$ cat config.mk
export PLATFORM = sky130hd
export DESIGN_NAME = branch_cond_unit
export DESIGN_NICKNAME = d
export VERILOG_FILES = /design/src/rtl/branch_cond_pkg.sv /design/src/rtl/branch_cond_eval.sv /design/src/rtl/branch_cond_unit.sv
export SDC_FILE = /design/constraint.sdc
export NUM_CORES = 1
export LEC_CHECK = 0
export BUFFER_PORTS_ARGS = -buffer_cell sky130_fd_sc_hd__buf_2
export CAP_MARGIN = 20
export CORE_MARGIN = 4
export CORE_UTILIZATION = 23
export DETAILED_ROUTE_END_ITERATION = 8
export SETUP_SLACK_MARGIN = 0.05
export SYNTH_ARGS = -nofsm -noshare
export SYNTH_HDL_FRONTEND = slang
export SYNTH_SLANG_ARGS = --single-unit
$ cat constraint.sdc
create_clock -name clk -period 2.1 [get_ports clk]
set_clock_uncertainty 0.2 [all_clocks]
set_input_delay 0.42 -clock clk [delete_from_list [all_inputs] [get_ports clk]]
set_output_delay 0.42 -clock clk [all_outputs]
set_load 0.1 [all_outputs]
$ cat src/rtl/branch_cond_pkg.sv
// Shared definitions for the branch-condition unit: condition opcode encoding.
package branch_cond_pkg;

    localparam int BR_OP_W = 3;

    typedef enum logic [BR_OP_W-1:0] {
        BR_BEQ    = 3'b000,
        BR_BNE    = 3'b001,
        BR_BLEZ   = 3'b010,
        BR_BGTZ   = 3'b011,
        BR_BLTZ   = 3'b100,
        BR_BGEZ   = 3'b101,
        BR_ALWAYS = 3'b110,
        BR_NEVER  = 3'b111
    } br_op_e;

endpackage

$ cat src/rtl/branch_cond_eval.sv
// Combinational MIPS branch-condition evaluator: (op, rs, rt) -> taken/neql.
// Signed tests are built from the sign bit and a zero-detect only.
module branch_cond_eval
    import branch_cond_pkg::*;
#(
    parameter int DATA_W = 32
) (
    input  logic [BR_OP_W-1:0] op_i,
    input  logic [DATA_W-1:0]  rs_i,
    input  logic [DATA_W-1:0]  rt_i,
    output logic               taken_o,
    output logic               neql_o
);

    logic rs_zero_s;
    logic rs_neg_s;

    assign rs_zero_s = (rs_i == {DATA_W{1'b0}});
    assign rs_neg_s  = rs_i[DATA_W-1];
    assign neql_o    = (rs_i != rt_i);

    // Condition select
    always_comb begin
        taken_o = 1'b0;
        case (br_op_e'(op_i))
            BR_BEQ:    taken_o = !neql_o;
            BR_BNE:    taken_o = neql_o;
            BR_BLEZ:   taken_o = rs_neg_s || rs_zero_s;
            BR_BGTZ:   taken_o = !rs_neg_s && !rs_zero_s;
            BR_BLTZ:   taken_o = rs_neg_s;
            BR_BGEZ:   taken_o = !rs_neg_s;
            BR_ALWAYS: taken_o = 1'b1;
            BR_NEVER:  taken_o = 1'b0;
            default:   taken_o = 1'b0;
        endcase
    end

endmodule

$ cat src/rtl/branch_cond_unit.sv
// Registered branch resolver with a single-entry valid/ready output stage.
// Optional saturating statistics counters: define BRANCH_COND_STATS_EN.
module branch_cond_unit
    import branch_cond_pkg::*;
#(
    parameter int DATA_W = 32,
    parameter int CNT_W  = 16
) (
    input  logic               clk,
    input  logic               resetn,
    input  logic               flush,
    input  logic               in_valid,
    output logic               in_ready,
    input  logic [BR_OP_W-1:0] in_op,
    input  logic [DATA_W-1:0]  in_rs,
    input  logic [DATA_W-1:0]  in_rt,
    output logic               out_valid,
    input  logic               out_ready,
    output logic               out_taken,
    output logic               out_neql,
    output logic [CNT_W-1:0]   stat_resolved,
    output logic [CNT_W-1:0]   stat_taken
);

    logic eval_taken_s;
    logic eval_neql_s;
    logic accept_s;
    logic deliver_s;
    logic out_valid_q, out_valid_d;
    logic out_taken_q, out_taken_d;
    logic out_neql_q,  out_neql_d;

    branch_cond_eval #(.DATA_W(DATA_W)) u_eval (
        .op_i    (in_op),
        .rs_i    (in_rs),
        .rt_i    (in_rt),
        .taken_o (eval_taken_s),
        .neql_o  (eval_neql_s)
    );

    assign in_ready  = !flush && (!out_valid_q || out_ready);
    assign accept_s  = in_valid && in_ready;
    // A result discarded by flush is not a delivery.
    assign deliver_s = out_valid_q && out_ready && !flush;

    // Output-stage next state; data registers only load on accept
    always_comb begin
        out_valid_d = out_valid_q;
        out_taken_d = out_taken_q;
        out_neql_d  = out_neql_q;
        if (flush) begin
            out_valid_d = 1'b0;
        end else if (accept_s) begin
            out_valid_d = 1'b1;
            out_taken_d = eval_taken_s;
            out_neql_d  = eval_neql_s;
        end else if (deliver_s) begin
            out_valid_d = 1'b0;
        end else begin
            out_valid_d = out_valid_q;
        end
    end

    // Output-stage registers
    always_ff @(posedge clk or negedge resetn) begin
        if (!resetn) begin
            out_valid_q <= 1'b0;
            out_taken_q <= 1'b0;
            out_neql_q  <= 1'b0;
        end else begin
            out_valid_q <= out_valid_d;
            out_taken_q <= out_taken_d;
            out_neql_q  <= out_neql_d;
        end
    end

    assign out_valid = out_valid_q;
    assign out_taken = out_taken_q;
    assign out_neql  = out_neql_q;

`ifdef BRANCH_COND_STATS_EN
    logic [CNT_W-1:0] resolved_q;
    logic [CNT_W-1:0] taken_cnt_q;

    // Saturating delivery counters, cleared only by resetn
    always_ff @(posedge clk or negedge resetn) begin
        if (!resetn) begin
            resolved_q  <= {CNT_W{1'b0}};
            taken_cnt_q <= {CNT_W{1'b0}};
        end else begin
            if (deliver_s && (resolved_q != {CNT_W{1'b1}})) begin
                resolved_q <= resolved_q + {{(CNT_W-1){1'b0}}, 1'b1};
            end
            if (deliver_s && out_taken_q && (taken_cnt_q != {CNT_W{1'b1}})) begin
                taken_cnt_q <= taken_cnt_q + {{(CNT_W-1){1'b0}}, 1'b1};
            end
        end
    end

    assign stat_resolved = resolved_q;
    assign stat_taken    = taken_cnt_q;
`else
    assign stat_resolved = {CNT_W{1'b0}};
    assign stat_taken    = {CNT_W{1'b0}};
`endif

endmodule

Word level (Yosys, flattened, before mapping) --
Cells that the tools add are included.
Operators by class: equality and inequality tests 8, multiplexer cells 4, bitwise logic cells 1, reductions and logical operators 16
Operators by type and width (count):
- 32-bit zero test | 1
- 32-bit inequality test | 1
- 3-bit equality test (second input constant) | 4
- 1-bit case mux with 8 select lines | 1
- 3-bit by 2-bit equality test with 1-bit output (second input constant) | 2
- 1-bit logical AND | 5
- 1-bit zero test | 5
- 3-bit by 1-bit equality test with 1-bit output (second input constant) | 1
- 3-bit zero test | 1
- 1-bit 2-to-1 mux | 3
- 3-bit nonzero test | 1
- 1-bit logical OR | 2
- 2-bit AND reduction | 1
- 1-bit NOT | 1
Word-level totals: register bits 3, input bits 72, output and inout port bits 36, word-level logic and storage cells 32

Logic depth before layout (Yosys ltp) --
depth after elaboration 6, depth in mapped cells 6, gate-level depth less buffers 6

Modules after synthesis --
Synthesis repeated with hierarchy kept, for this count alone.
Unflattened totals: cell total of the unflattened synthesis 109, area total of the unflattened synthesis 902.1 sq um
By module, submodules not included:
- branch_cond_eval | times used 1, cells an instance 66, area each 523.0 sq um, sequential area each 0.0 sq um
- branch_cond_unit | times used 1, cells an instance 43, area each 379.1 sq um, sequential area each 75.1 sq um

Worst setup path before layout --
No wires, ideal clock.
path kind register to register, from register out_valid_q, in the netlist out_valid, to register out_taken_q, in the netlist out_taken, library setup time 67 ps, arrival 3219 ps, required time 1833 ps, setup slack -1386 ps, stages on the path, launching flop included 7, path buffers 0, clock period less this slack 3486 ps, cell sequence dfrtp_1 > nor2b_1 > nor2_1 > nand2_1 > or3b_1 > mux2i_1 > a211o_1
On the way: longest elaborated chain between the ends 5
RTL lines:
- start, declared | line branch_cond_unit.sv:29 | logic out_valid_q, out_valid_d;
- start signal, assigned | line branch_cond_unit.sv:71 | out_valid_q <= out_valid_d;
- 1-bit zero test | line branch_cond_unit.sv:41 | assign in_ready = !flush && (!out_valid_q || out_ready);
- 1-bit logical OR | line branch_cond_unit.sv:41
- 1-bit logical AND | line branch_cond_unit.sv:41
- net in_ready | line branch_cond_unit.sv:13 | output logic in_ready,
- 1-bit logical AND | line branch_cond_unit.sv:42 | assign accept_s = in_valid && in_ready;
- 2-bit AND reduction (no line)
- end signal, assigned | line branch_cond_unit.sv:72 | out_taken_q <= out_taken_d;
- end, declared | line branch_cond_unit.sv:30 | logic out_taken_q, out_taken_d;
The timed path passes the listed nets, and every way through them passes these cells. A chain may end at the register's enable or synchronous reset.

Final worst setup path --
from register out_valid_q, in the netlist out_valid, to output port in_ready
On the way: longest elaborated chain between the ends 3
RTL lines (line):
- 1-bit zero test | branch_cond_unit.sv:41
- 1-bit logical OR | branch_cond_unit.sv:41
- 1-bit logical AND | branch_cond_unit.sv:41
- end, declared | branch_cond_unit.sv:13
No other way between the ends.

==> results.yml <==
clock_tree:
  numClockSinks: 3
  cts_inserted_buffers: 3
  htree_num_levels: 1
  cts-root-to-sink-buffers: 2
  root_buffer: "sky130_fd_sc_hd__clkbuf_8"
  tritoncts: "yes"
  worstSkewPairLatency_ns: 0.21
  clkTransAtPathRegs_ns: 0.03
sta:
  final_period_util_pct: 94.5
  slew_viol_final: 0
  hold_violations: 0
  unrepaired_setup_endpoints_after_global_routing: "no"
  post-route-min-period_ns: 1.98
  setup-violations-final: 0
  clock.fmax_mhz: 504
  fin_hold_ws_ns: 0.208
  setup_tns_ns: 0
floorplan:
  die_footprint_um2: 4740
  design.portCount: 108
  floorplan.rows: 21
  core-area_um2: 3470
  floorplan.die.width_um: 68.9
  die_height_um: 68.9
  initial_utilization_pct: 24.6
drt:
  drc: 0
  final_antenna_net_count: 0
  drt_iter0_drc: 9
  detail_route.wl_per_cell_um: 11.2
  via_count: 937
  postRouteWirelength_mm: 2.71
  drt_pre_antenna_iters: 4
  vias_per_cell: 3.89
finish:
  finish.net_count: 268
  area_growth_syn_to_layout_pct: 54.6
  finalCoreUtilization_pct: 38.0
  post_route_cells_drive_above_1_share_pct: 49.2
  filler_cell_count: 397
  antenna_cells: 0
outcome:
  run_status: "completed"
setup_path:
  critical_path_required_ns: 1.48
  critical_path.cell_chain: "nor2b_4 -> nor2_4 -> buf_2"
  cpPeakStageDelay_ns: 0.45
  worst_path_maximum_fanout: 3
  worstSetupEndpointType: "output port"
  cpLargestDelayFamily: "flip-flops"
  worstSetupPathType: "reg -> out"
  timing.critical_path.from_type: "register"
  worst_ep_arrival_time_ns: 1.36
  critical-path-slowest-cell: "sky130_fd_sc_hd__dfrtp_4"
  path_buf_inv: 1
min_path:
  hold_class: "in -> reg"
global_route:
  grt_use_total_pct: 10.2
  grt_pass1_vias: 841
  antenna_violations_before_repair: 0
  grt_start_max_net_pins: 5
  grt_pass1_wl_mm: 3.51
  global_route_congestion_overflow_total: 0
power:
  p_sw_mw: 0.440
  pwr-share-clk_pct: 22.1
  cellInternalPower_mw: 0.299
  power.switching_fraction_pct: 59.5
  post-layout-total-power_mw: 0.740
  worst_ir_drop_vdd_mv: 0.200
  power.density_cell_area_nw_per_um2: 562
  leakagePower_nw: 0.700
  sequentialPowerShare_pct: 9.4
  power.combinational.fraction_pct: 68.5
synthesis:
  yosysSeqAreaShare_pct: 8.81
  synthDistinctLibCells: 18
  netlist_area_um2: 852
  postSynthAreaPerCell_um2: 7.89
  yosysWarningCount: 0
  syn-instance-count: 108
  cell_types_with_the_largest_area_share_after_synthesis: "sky130_fd_sc_hd__xor2_1 33%, sky130_fd_sc_hd__buf_4 28%, sky130_fd_sc_hd__dfrtp_1 8.8%"
  synth_top_cell_by_area: "sky130_fd_sc_hd__xor2_1"
  synthDominantCellAreaShare_pct: 32.9
  ys_seq_elements: 3
run:
  total_of_max_cap_violations: 0
placement:
  place_congestion: 0.733
  hpwl_mm: 2.54
  io_buffer_count: 75
power by group through the flow:
stage	clock network (mW)	registers, mW	logic, mW
2_1_floorplan	0	0.128	0.368
3_3_place_gp	0	0.0708	0.500
3_5_place_dp	0	0.0706	0.500
4_1_cts	0.168	0.0700	0.503
5_1_grt	0.174	0.0712	0.532
6_report	0.164	0.0698	0.507
sequential cells by signal, indices dropped and copies added (netlist names):
register / cells
out_taken: 1
out_neql: 1
out_valid: 1
logic make-up after synthesis:
group | share of synthesized area (%)
mux | 1.17
simple gates | 25.4
buf+inv | 28.2
xor+xnor | 32.9
flops | 8.81
compound gates | 3.08
other cells | 0.440
area by class of cell:
cell class,instances,area (µm²),share of cell area [%]
well taps,46,57.6,4.37
repair buffers,84,445,33.8
clock buffers,4,45.0,3.42
multi-input cells,104,691,52.4
flip-flops and latches,3,78.8,5.98
cell usage after synthesis (all sizes together):
library cell	number
nor2b	1
nand2	3
or3b	1
nor2	7
a211o	1
o31ai	1
buf	32
conb	1
nand4	3
dfrtp	3
nor3	2
xor2	32
nor4	15
mux2i	1
o21ai	2
nand3	2
and2	1
repair_timing:
| action | 4_1_cts | 5_1_grt |
|---|---|---|
| endpoints found under the setup margin | 0 | 1 |
| resized for setup | 0 | 4 |
| setup buffers | 0 | 0 |
| hold buffers | 1 | 0 |
| endpoints found under the hold margin | 3 | 0 |
final timing paths:
check / from / slack, ns / cells after the start / to
max: out_valid / 0.12 / 3 / in_ready
min: flush / 0.21 / 2 / out_valid
max reg2reg: out_valid / 0.45 / 6 / out_taken
min reg2reg: out_neql / 0.27 / 2 / out_neql
max in group asynchronous: resetn / 1.24 / 2 / out_valid
min in group asynchronous: resetn / 0.34 / 2 / out_neql
metal layers:
layer	vias up	global-route usage, %	routed length (µm)
li1	481	-	-
met1	402	12.2	938
met2	50	17.7	1440
met3	4	1.94	299
met4	0	4.38	31
met5	-	0	0
layout by cell type, fill, tap and decap left out, drive strengths merged:
cell type	count
buf	83
xor2	32
conb	32
nor4	15
nor2	7
clkbuf	4
nand4	3
nand2	3
dfrtp	3
nand3	2
nor3	2
o21ai	2
nor2b	1
and2	1
o31ai	1
or3b	1
mux2i	1
a211o	1
dlygate4sd3	1
per-stage QoR:
| stage | setup slack, ns | cell area, µm² | std cells |
|---|---|---|---|
| 4_1_cts | 0.0666 | 1300 | 241 |
| 2_1_floorplan | -0.186 | 990 | 139 |
| 3_5_place_dp | -0.154 | 1240 | 236 |
| 6_report | 0.116 | 1320 | 241 |
| 5_1_grt | 0.0498 | 1320 | 241 |
| 3_3_place_gp | -0.177 | 1240 | 236 |
No activity file was read; power rests on OpenSTA's default activity.
